--- config.mk ---
export PLATFORM = sky130hd
export DESIGN_NAME = sseg_scan_driver
export DESIGN_NICKNAME = d
export VERILOG_FILES = /design/src/rtl/sseg_scan_driver.sv
export SDC_FILE = /design/constraint.sdc
export NUM_CORES = 1
export LEC_CHECK = 0
export CORE_UTILIZATION = 42
export CTS_CLUSTER_DIAMETER = 200
export DETAILED_ROUTE_END_ITERATION = 6
export PLACE_DENSITY = 0.64
export SETUP_SLACK_MARGIN = 0.5
export SLEW_MARGIN = 20
export SYNTH_ARGS = -nofsm -noshare
export SYNTH_HDL_FRONTEND = slang
export SYNTH_SLANG_ARGS = --single-unit
--- constraint.sdc ---
create_clock -name CLK100MHZ -period 3.9 [get_ports CLK100MHZ]
set_input_delay 0.585 -clock CLK100MHZ [delete_from_list [all_inputs] [get_ports CLK100MHZ]]
set_output_delay 0.585 -clock CLK100MHZ [all_outputs]
set_load 0.01 [all_outputs]
--- src/rtl/sseg_scan_driver.sv ---
// Four-digit common-anode seven-segment scan driver with frame-aligned double buffering
// and a per-digit anode-off guard interval. Optional leading-zero blanking: SSEG_LZ_BLANK_EN.
module sseg_scan_driver #(
  parameter int REFRESH_DIV  = 100000,
  parameter int BLANK_CYCLES = 2000,
  parameter int DP_POS       = 4
) (
  input  logic        CLK100MHZ,
  input  logic        reset,
  input  logic [15:0] din,
  input  logic        din_valid,
  output logic [6:0]  seg,
  output logic        dp,
  output logic [3:0]  an,
  output logic        frame_start
);

  localparam int CW = (REFRESH_DIV > 1) ? $clog2(REFRESH_DIV) : 1;
  localparam logic [CW-1:0] CNT_MAX   = CW'(REFRESH_DIV - 1);
  localparam logic [CW-1:0] BLANK_END = CW'(BLANK_CYCLES);
  localparam logic [2:0]    DP_SEL    = 3'(DP_POS);

  logic [CW-1:0] cnt;
  logic [1:0]    idx;
  logic [15:0]   shadow;
  logic [15:0]   pending;
  logic          pending_flag;

  logic          slot_end;
  logic          frame_end;
  logic [3:0]    nibble;
  logic          blank_digit;
  logic [3:0]    an_d;
  logic [6:0]    seg_d;
  logic          dp_d;

  function automatic logic [6:0] hex_to_seg(input logic [3:0] h);
    case (h)
      4'h0: hex_to_seg = 7'b1000000;
      4'h1: hex_to_seg = 7'b1111001;
      4'h2: hex_to_seg = 7'b0100100;
      4'h3: hex_to_seg = 7'b0110000;
      4'h4: hex_to_seg = 7'b0011001;
      4'h5: hex_to_seg = 7'b0010010;
      4'h6: hex_to_seg = 7'b0000010;
      4'h7: hex_to_seg = 7'b1111000;
      4'h8: hex_to_seg = 7'b0000000;
      4'h9: hex_to_seg = 7'b0010000;
      4'hA: hex_to_seg = 7'b0001000;
      4'hB: hex_to_seg = 7'b0000011;
      4'hC: hex_to_seg = 7'b1000110;
      4'hD: hex_to_seg = 7'b0100001;
      4'hE: hex_to_seg = 7'b0000110;
      default: hex_to_seg = 7'b0001110;
    endcase
  endfunction

  assign slot_end  = (cnt == CNT_MAX);
  assign frame_end = slot_end && (idx == 2'd3);
  assign nibble    = shadow[4*idx +: 4];

`ifdef SSEG_LZ_BLANK_EN
  always_comb begin
    blank_digit = 1'b0;
    case (idx)
      2'd1:    blank_digit = (shadow[15:4]  == 12'h000);
      2'd2:    blank_digit = (shadow[15:8]  == 8'h00);
      2'd3:    blank_digit = (shadow[15:12] == 4'h0);
      default: blank_digit = 1'b0;
    endcase
  end
`else
  assign blank_digit = 1'b0;
`endif

  // Pin values for the current counter/index; registered below for one cycle of latency.
  always_comb begin
    an_d  = 4'hF;
    seg_d = 7'h7F;
    dp_d  = 1'b1;
    if (cnt >= BLANK_END) begin
      dp_d = ({1'b0, idx} != DP_SEL);
      if (!blank_digit) begin
        an_d  = ~(4'b0001 << idx);
        seg_d = hex_to_seg(nibble);
      end
    end
  end

  // din_valid is a fire-and-forget strobe (no ready): every strobe is accepted, the
  // newest word before a frame boundary is the one that reaches the display.
  always_ff @(posedge CLK100MHZ) begin
    if (reset) begin
      cnt          <= '0;
      idx          <= 2'd0;
      shadow       <= 16'h0000;
      pending      <= 16'h0000;
      pending_flag <= 1'b0;
      frame_start  <= 1'b0;
      an           <= 4'hF;
      seg          <= 7'h7F;
      dp           <= 1'b1;
    end else begin
      cnt <= slot_end ? '0 : cnt + 1'b1;
      if (slot_end) begin
        idx <= idx + 2'd1;
      end
      if (frame_end) begin
        if (din_valid) begin
          shadow <= din;
        end else if (pending_flag) begin
          shadow <= pending;
        end
        pending_flag <= 1'b0;
      end else if (din_valid) begin
        pending      <= din;
        pending_flag <= 1'b1;
      end
      frame_start <= frame_end;
      an          <= an_d;
      seg         <= seg_d;
      dp          <= dp_d;
    end
  end

endmodule
Word-level counts from Yosys, hierarchy flattened
Memories as Yosys holds them, arrays and structs flattened. A register that Yosys moved wholly into a read port is not among the register bits.
Cells that the tools add are included.
Widths: inputs -> output; s select.
{"block": "totals", "register_bits": 57, "mem_bits_ro": 112, "inputBits": 19, "output_inout_bits": 13, "elab_cells": 27, "memories": 1}
{"block": "classes", "n_addsub": 2, "order_cmp": 1, "eq_ne": 2, "n_shift": 2, "mux": 2, "bitwise": 3, "reduce_logical": 7}
{"memory": "(no name shown)", "words": 16, "word_bits": 7, "rd": 1, "rd_clocked_by_memory_dff": 1, "write_ports": 0, "line": "38", "text": "case (h)"}
{"operator": "$mux 16", "n": 2}
{"operator": "$add 17x1->17 const B", "n": 1}
{"operator": "$eq 17x17->1 const B", "n": 1}
{"operator": "$ge 17x11->1 const B", "n": 1}
{"operator": "$shiftx 16x5->4", "n": 1}
{"operator": "$reduce_or 2->1", "n": 3}
{"operator": "$not 4->4", "n": 1}
{"operator": "$reduce_and 2->1", "n": 2}
{"operator": "$shl 1x2->4 const A", "n": 1}
{"operator": "$add 2x1->2 const B", "n": 1}
{"operator": "$eq 2x2->1 const B", "n": 1}
{"operator": "$not 1->1", "n": 2}
{"operator": "$reduce_bool 2->1", "n": 1}
{"operator": "$logic_and 1x1->1", "n": 1}

Depth between registers and ports, before layout
Gate-level depths: netlist of run 1.
{"block": "depth", "ltp_word": 4, "depth_mapped": 7, "ltp_nobuf": 6}

Worst setup path after synthesis of run 1
OpenSTA, ideal clock, no wires.
{"block": "synth_timing", "path_type": "register to register", "start": "register idx[0]", "end": "register seg[3]", "setup_ns": 0.138, "arrival_time_ns": 1.929, "required_time_ns": 3.762, "slack_ns": 1.833, "stages_incl_launch_ff": 7, "n_path_buf": 1, "synth_period_minus_slack_ns": 2.067, "cell_sequence": "dfxtp_1 > clkbuf_1 > mux4_2 > ha_1 > or2_2 > a21oi_1 > o21ai_0"}
{"block": "synth_via", "elab_chain_len": 1}
{"element": "from (decl)", "line": "24", "text": "logic [1:0] idx;"}
{"element": "from (signal assigned)", "line": "106", "text": "idx <= idx + 2'd1;"}
{"element": "$shiftx 16x5->4", "line": "60", "text": "assign nibble = shadow[4*idx +: 4];"}
{"element": "to (decl)", "line": "12", "text": "output logic [6:0] seg,"}
Every way passes these cells.
A chain may end at the register's enable or synchronous reset.

Worst setup path after layout of run 1
{"block": "layout_timing", "start": "register cnt[13]", "end": "register shadow[0]"}
{"block": "layout_via", "elab_chain_len": 3}
{"element": "from (decl)", "line": "23", "text": "logic [CW-1:0] cnt;"}
{"element": "from (signal assigned)", "line": "104", "text": "cnt <= slot_end ? '0 : cnt + 1'b1;"}
{"element": "$eq 17x17->1", "line": "58", "text": "assign slot_end = (cnt == CNT_MAX);"}
{"element": "$logic_and 1x1->1", "line": "59", "text": "assign frame_end = slot_end && (idx == 2'd3);"}
{"element": "$reduce_and 2->1 (no line)"}
{"element": "to (signal assigned)", "line": "110", "text": "shadow <= din;"}
{"element": "to (signal assigned)", "line": "112", "text": "shadow <= pending;"}
{"element": "to (decl)", "line": "25", "text": "logic [15:0] shadow;"}
Every way passes these cells.

==> impl_metrics.ini, run 1 <==
[floorplan]
start_util_pct = 44.59
core-area_sq_um = 7408
die_y_microns = 90.69
io_pins = 32
fp.dieW_microns = 90.69
fp-row-count = 31
die_area_sq_um = 8224

[synth]
synth_area_leaders = dfxtp_1 (39%), mux2i_1 (9.7%), nand2b_1 (6.3%), mux2_2 (5.8%), ha_1 (4.5%)
yosys_warnings = 0
yosys-top-cells-count = dfxtp_1 (64), nor2_1 (34), nand2b_1 (33)
async_flop_share_pct = 0
synthCells = 345
yosys_most_used_dff = dfxtp_1
synth_cell_types = 43
yosys.area.top_type = dfxtp_1
synth_top_area_share_pct = 38.79
ys_ff_latch = 64
synth_area_sq_um = 3303
synthesis.nets = 376
synth-edff-count = 0
ys_seq_area_share_pct = 38.79
syn_area_per_cell_sq_um = 9.574
synth.most_common_cell = dfxtp_1

[drt]
avgRoutedWirePerCell_microns = 12.70
postRouteAntennaNets = 0
drt_first_pass_iters = 4
viasPerCell = 5.081
wirelength_mm = 5.981
drc = 0
vias = 2393
first_iter_violations = 83

[setup_path]
r2r_cells = 4
cp-start-kind = register
crit_path_end_kind = register
r2r_end = shadow[0]
cp_max_fo = 16
r2r_slack_ps = 1480
crit_type = register to register
worstReg2RegStart = cnt[13]
worstPathRequired_ps = 4130
arrival_ps = 2650

[timing]
finalCriticalPeriod_ps = 2418
fmax_ghz = 0.4135
worst_pin_slew_ps = 976.2
hold_ws_ps = 473.1
maxSlewViolCount = 0
finalSetupTns_ps = 0
slew_headroom_pct = 34.92
setup_viol = 0
rsz0062_at_grt = false
finalHoldViolations = 0
skew_ps = 8.519
fin_crit_sh_pct = 62.01

[cells_and_area]
area_growth_syn_to_layout_pct = 15.83
n_fill_cell = 689
antenna_cells = 0
drive_gt1_share_pct = 12.10
layout.nets = 398

[place]
gp_congestion = 0.7688
place.detailed.hpwl_mm = 4.088
portBuffers = 30

[clock_network]
clock_tree.buffer_depth = 2
hold_buffers = 0
postCtsSetupBuffers = 0
htree_num_levels = 3
numCtsBuffers = 9
tritoncts = yes
clock_sinks = 64
cts_resized = 0
clk_pin_slew_ps = 70
clk_latency_ps = 340
cts-root-buf = clkbuf_8

[grt]
grt_pass1_vias = 2354
grt_pass1_wl_mm = 10.61
antenna_found_initial = 0
grt_start_max_net_pins = 71
grt-ovfl-total = 0
track_usage_pct = 16.04

[min_path]
worstHoldPathCells = 2
hold_path_class = register to register
hold_end = pending[11]
min-delay-start = pending[11]

[run]
drv_cap = 0

[power]
pwr_density_cell_nw_per_um2 = 348.8
peakVddDrop_uv = 231.1
p_leak_uw = 0.001487

[status]
status = completed
power by group:
| part | switching [uW] | internal (uW) | total, uW |
|---|---|---|---|
| registers | 8.39 | 667 | 676 |
| logic | 41.0 | 44.8 | 85.8 |
| clock network | 245 | 329 | 573 |
| total | 294 | 1040 | 1330 |
cell families (layout without fill, tap and decap cells):
family | count (synthesis) | count (layout) | synth area share (%)
simple gates | 145 | 145 | 24.62
flops | 64 | 64 | 38.79
mux | 54 | 54 | 18.90
buf+inv | 28 | 55 | 4.015
compound gates | 25 | 25 | 4.772
xor+xnor | 16 | 16 | 4.242
fa+ha+maj | 12 | 12 | 4.545
other cells | 1 | 1 | 0.1135
sequential cells by signal, indices dropped and copies added (netlist names):
register and flops:
an 4, cnt 17, frame_start 1, idx 2, pending 16, pending_flag 1
seg 7, shadow 16
final cells by class:
class / count / area, sq um / share of cell area, %
Tap cell: 99 / 123.9 / 3.237
Clock inverter: 3 / 40.04 / 1.046
Inverter: 8 / 30.03 / 0.7848
Clock buffer: 13 / 158.9 / 4.153
Multi-Input combinational cell: 253 / 1889 / 49.38
Timing Repair Buffer: 31 / 302.8 / 7.914
Sequential cell: 64 / 1281 / 33.49
how the worst max path moves through the flow:
stage                     depth (start not counted)  startpoint         end  slack (ps)
after floorplan                                   6      idx[0]      seg[3]        1830
after global placement                            5   din_valid  shadow[10]        1260
after detailed placement                          5   din_valid   shadow[0]        1230
after CTS                                         4     cnt[13]   shadow[0]        1460
after global routing                              4     cnt[12]  shadow[14]        1300
final                                             4     cnt[13]   shadow[0]        1480
worst max-delay path, cell delays in order, from the launching register on:
cell	delay (ps)
dfxtp_1	350
nor4_1	570
nand4_1	330
nor3_4	660
mux2_2	410
per-layer routing:
| layer | global-route usage, % | vias up | wire, microns |
|---|---|---|---|
| li1 | - | 1224 | - |
| met1 | 19.29 | 1125 | 2844 |
| met2 | 26.64 | 31 | 2828 |
| met3 | 3.367 | 13 | 166 |
| met4 | 8.602 | 0 | 141 |
| met5 | 0 | - | 0 |
cell usage in the layout (no fill, tap or decap), types with 2 or more instances in the layout:
master,n
clkdlybuf4s50_1,29
o21ai_0,7
mux2_2,17
o31ai_1,2
or3_1,3
a21oi_1,7
nand4_1,8
clkbuf_1,2
mux2i_1,32
nand3_1,12
and2_1,3
nor3_1,3
and3_1,3
nand2_1,14
clkbuf_8,11
dfxtp_1,64
inv_1,8
clkinv_2,2
xor2_1,11
or2_2,2
o211ai_1,3
xnor2_1,5
nor3b_1,2
o21a_1,2
ha_1,12
nor4_1,4
mux4_2,5
nor2b_1,17
nor2_1,34
nand2b_1,33
per-stage QoR:
step	util [%]	power, uW	setup slack [ps]	area, sq um	std cells
floorplan	-	747.1	1833	3303	345
global placement	48.96	775.5	1260	3627	455
detailed placement	48.96	777.7	1227	3627	455
CTS	51.65	1357	1464	3826	471
global route	51.65	1402	1302	3826	471
finish	51.65	1335	1482	3826	471
No activity file was read; power rests on OpenSTA's default activity.
==> run 2: changes to the inputs <==
--- a/config.mk
+++ b/config.mk
@@ -8,7 +8,7 @@
 export CORE_UTILIZATION = 42
 export CTS_CLUSTER_DIAMETER = 200
 export DETAILED_ROUTE_END_ITERATION = 6
-export PLACE_DENSITY = 0.64
+export PLACE_DENSITY = 0.66
 export SETUP_SLACK_MARGIN = 0.5
 export SLEW_MARGIN = 20
 export SYNTH_ARGS = -nofsm -noshare
==> constraint.sdc (replaced) <==
create_clock -name CLK100MHZ -period 2 [get_ports CLK100MHZ]
set_input_delay 0.3 -clock CLK100MHZ [delete_from_list [all_inputs] [get_ports CLK100MHZ]]
set_output_delay 0.3 -clock CLK100MHZ [all_outputs]
set_load 0.01 [all_outputs]
==> run 2 against run 1 <==
  * First-iteration DRC count fell by 22%
  * Die area unchanged
  * Worst hold slack improved by 1.5 ps
  * Critical endpoint is now shadow[15]
  * Non-clock buffer count up 50
  * Clock skew up 3.0 ps
  * Worst setup slack got worse by 1300 ps
  * Sequential power grew 94%
  * Largest cell class unchanged
  * Maximum frequency increased by 34%
==> impl_metrics.ini, run 2 (same netlist as run 1, synthesis figures left out) <==
[status]
status = completed

[cells_and_area]
antenna_cells = 0
final_cell_mix = dfxtp_1 (47), nand2b_1 (33), buf_4 (33)
largest_reg_flops = 17
layout.nets = 449
regMostFlops = cnt
drive_gt1_share_pct = 35.22
area_growth_syn_to_layout_pct = 42.35
postLayoutCellArea_sq_um = 4702
mostFrequentLayoutCell = dfxtp_1
largestRegisters = cnt: 17 flops, pending: 16 flops, shadow: 16 flops

[grt]
grt_pass1_vias = 2603
grt_pass1_wl_mm = 12.28
track_usage_pct = 18.96
antenna_found_initial = 0
grt-ovfl-total = 0
grt_start_max_net_pins = 41

[min_path]
hold_end = pending[11]
min-delay-start = pending[11]
worstHoldPathCells = 2
hold_path_class = register to register

[clock_network]
cts-root-buf = clkbuf_8
tritoncts = yes
htree_num_levels = 3
numCtsBuffers = 9
hold_buffers = 0
clock_tree.buffer_depth = 2
clock_sinks = 64
clk_latency_ps = 350
clk_pin_slew_ps = 70

[setup_path]
worstPathRequired_ps = 2230
r2r_slack_ps = 190
arrival_ps = 2040
cp-start-kind = register
crit_type = register to register
worstReg2RegStart = cnt[12]
r2r_cells = 5
r2r_end = shadow[15]
startpoint = cnt[12]
crit_path_end_kind = register
cp_max_fo = 8

[floorplan]
die_area_sq_um = 8224
core-area_sq_um = 7408
start_util_pct = 44.59
fp.dieW_microns = 90.69
fp-row-count = 31
die_y_microns = 90.69
io_pins = 32

[drt]
wirelength_mm = 7.638
first_iter_violations = 65
vias = 2704
avgRoutedWirePerCell_microns = 14.63
drt_first_pass_iters = 4
drc = 0
postRouteAntennaNets = 0
viasPerCell = 5.180

[timing]
fmax_ghz = 0.5529
skew_ps = 11.48
maxSlewViolCount = 0
rsz0062_at_grt = true
setup_viol = 0
finalHoldViolations = 0
finalCriticalPeriod_ps = 1809
finalSetupTns_ps = 0
fin_crit_sh_pct = 90.43

[place]
place.detailed.hpwl_mm = 4.668
place_area_sq_um = 3877
gp_congestion = 0.8397
portBuffers = 30

[power]
pwr_density_cell_nw_per_um2 = 578.7
peakVddDrop_uv = 419.2
p_leak_uw = 0.001829

[run]
drv_cap = 0
## run 2: changes by cell type in the layout (fill, tap and decap cells not counted), moves of 11 or more
cell	delta
mux2_4	+17
buf_4	+32
dfxtp_1	-17
mux2_2	-17
clkdlybuf4s50_1	-12
dfxtp_2	+11
buf_6	+12
## run 2: critical path, stage by stage, from the launching register on
cell	delay, ps
dfxtp_4	360
nor4_4	290
nand4_1	250
nor3_4	300
buf_6	190
mux2_4	310
## run 2: through the flow
stage	hold slack, ps	setup WS [ps]	utilization, %	power [uW]	std cells
after floorplan	438.7	166.6	-	1463	345
after global placement	454.0	162.5	52.34	1532	471
after detailed placement	457.4	150.4	52.34	1537	471
after CTS	476.8	160.2	59.87	2733	514
after global routing	498.0	92.83	63.47	2841	522
final	474.6	191.4	63.47	2721	522
## run 2: metal layers
metal | routed length [microns] | GRT usage (%) | vias up
met2 | 3818 | 32.95 | 39
met5 | 0 | 0 | -
met4 | 155 | 7.392 | 0
met3 | 259 | 5.724 | 16
li1 | - | - | 1332
met1 | 3405 | 21.62 | 1317
## run 2: worst max-delay path by stage
stage	end	slack (ps)	cells past startpoint
2_1_floorplan	shadow[10]	170	6
3_3_place_gp	seg[3]	160	5
3_5_place_dp	shadow[11]	150	5
4_1_cts	shadow[2]	160	5
5_1_grt	shadow[8]	90	5
6_report	shadow[15]	190	5
## run 2: power breakdown
group / internal (uW) / switching, uW / total (uW)
Combinational: 122 / 98.9 / 221
Clock: 678 / 513 / 1190
Sequential: 1300 / 14.0 / 1310
## run 2: area by class of cell
| type | instances | area (sq um) |
|---|---|---|
| Clock buffer | 11 | 162.7 |
| Clock inverter | 5 | 52.55 |
| Fill cell | 584 | 2706 |
| Inverter | 8 | 37.54 |
| Multi-Input combinational cell | 254 | 2187 |
| Sequential cell | 64 | 1318 |
| Tap cell | 99 | 123.9 |
| Timing Repair Buffer | 81 | 820.8 |
## run 2: repair_timing
item                                    in CTS  in global routing
setup buffers                               25                  6
cloned                                       2                  2
pin swaps                                   21                 11
endpoints found under the setup margin      59                 73
gates resized for setup                     37                 62
hold endpoints to repair                     0                  0
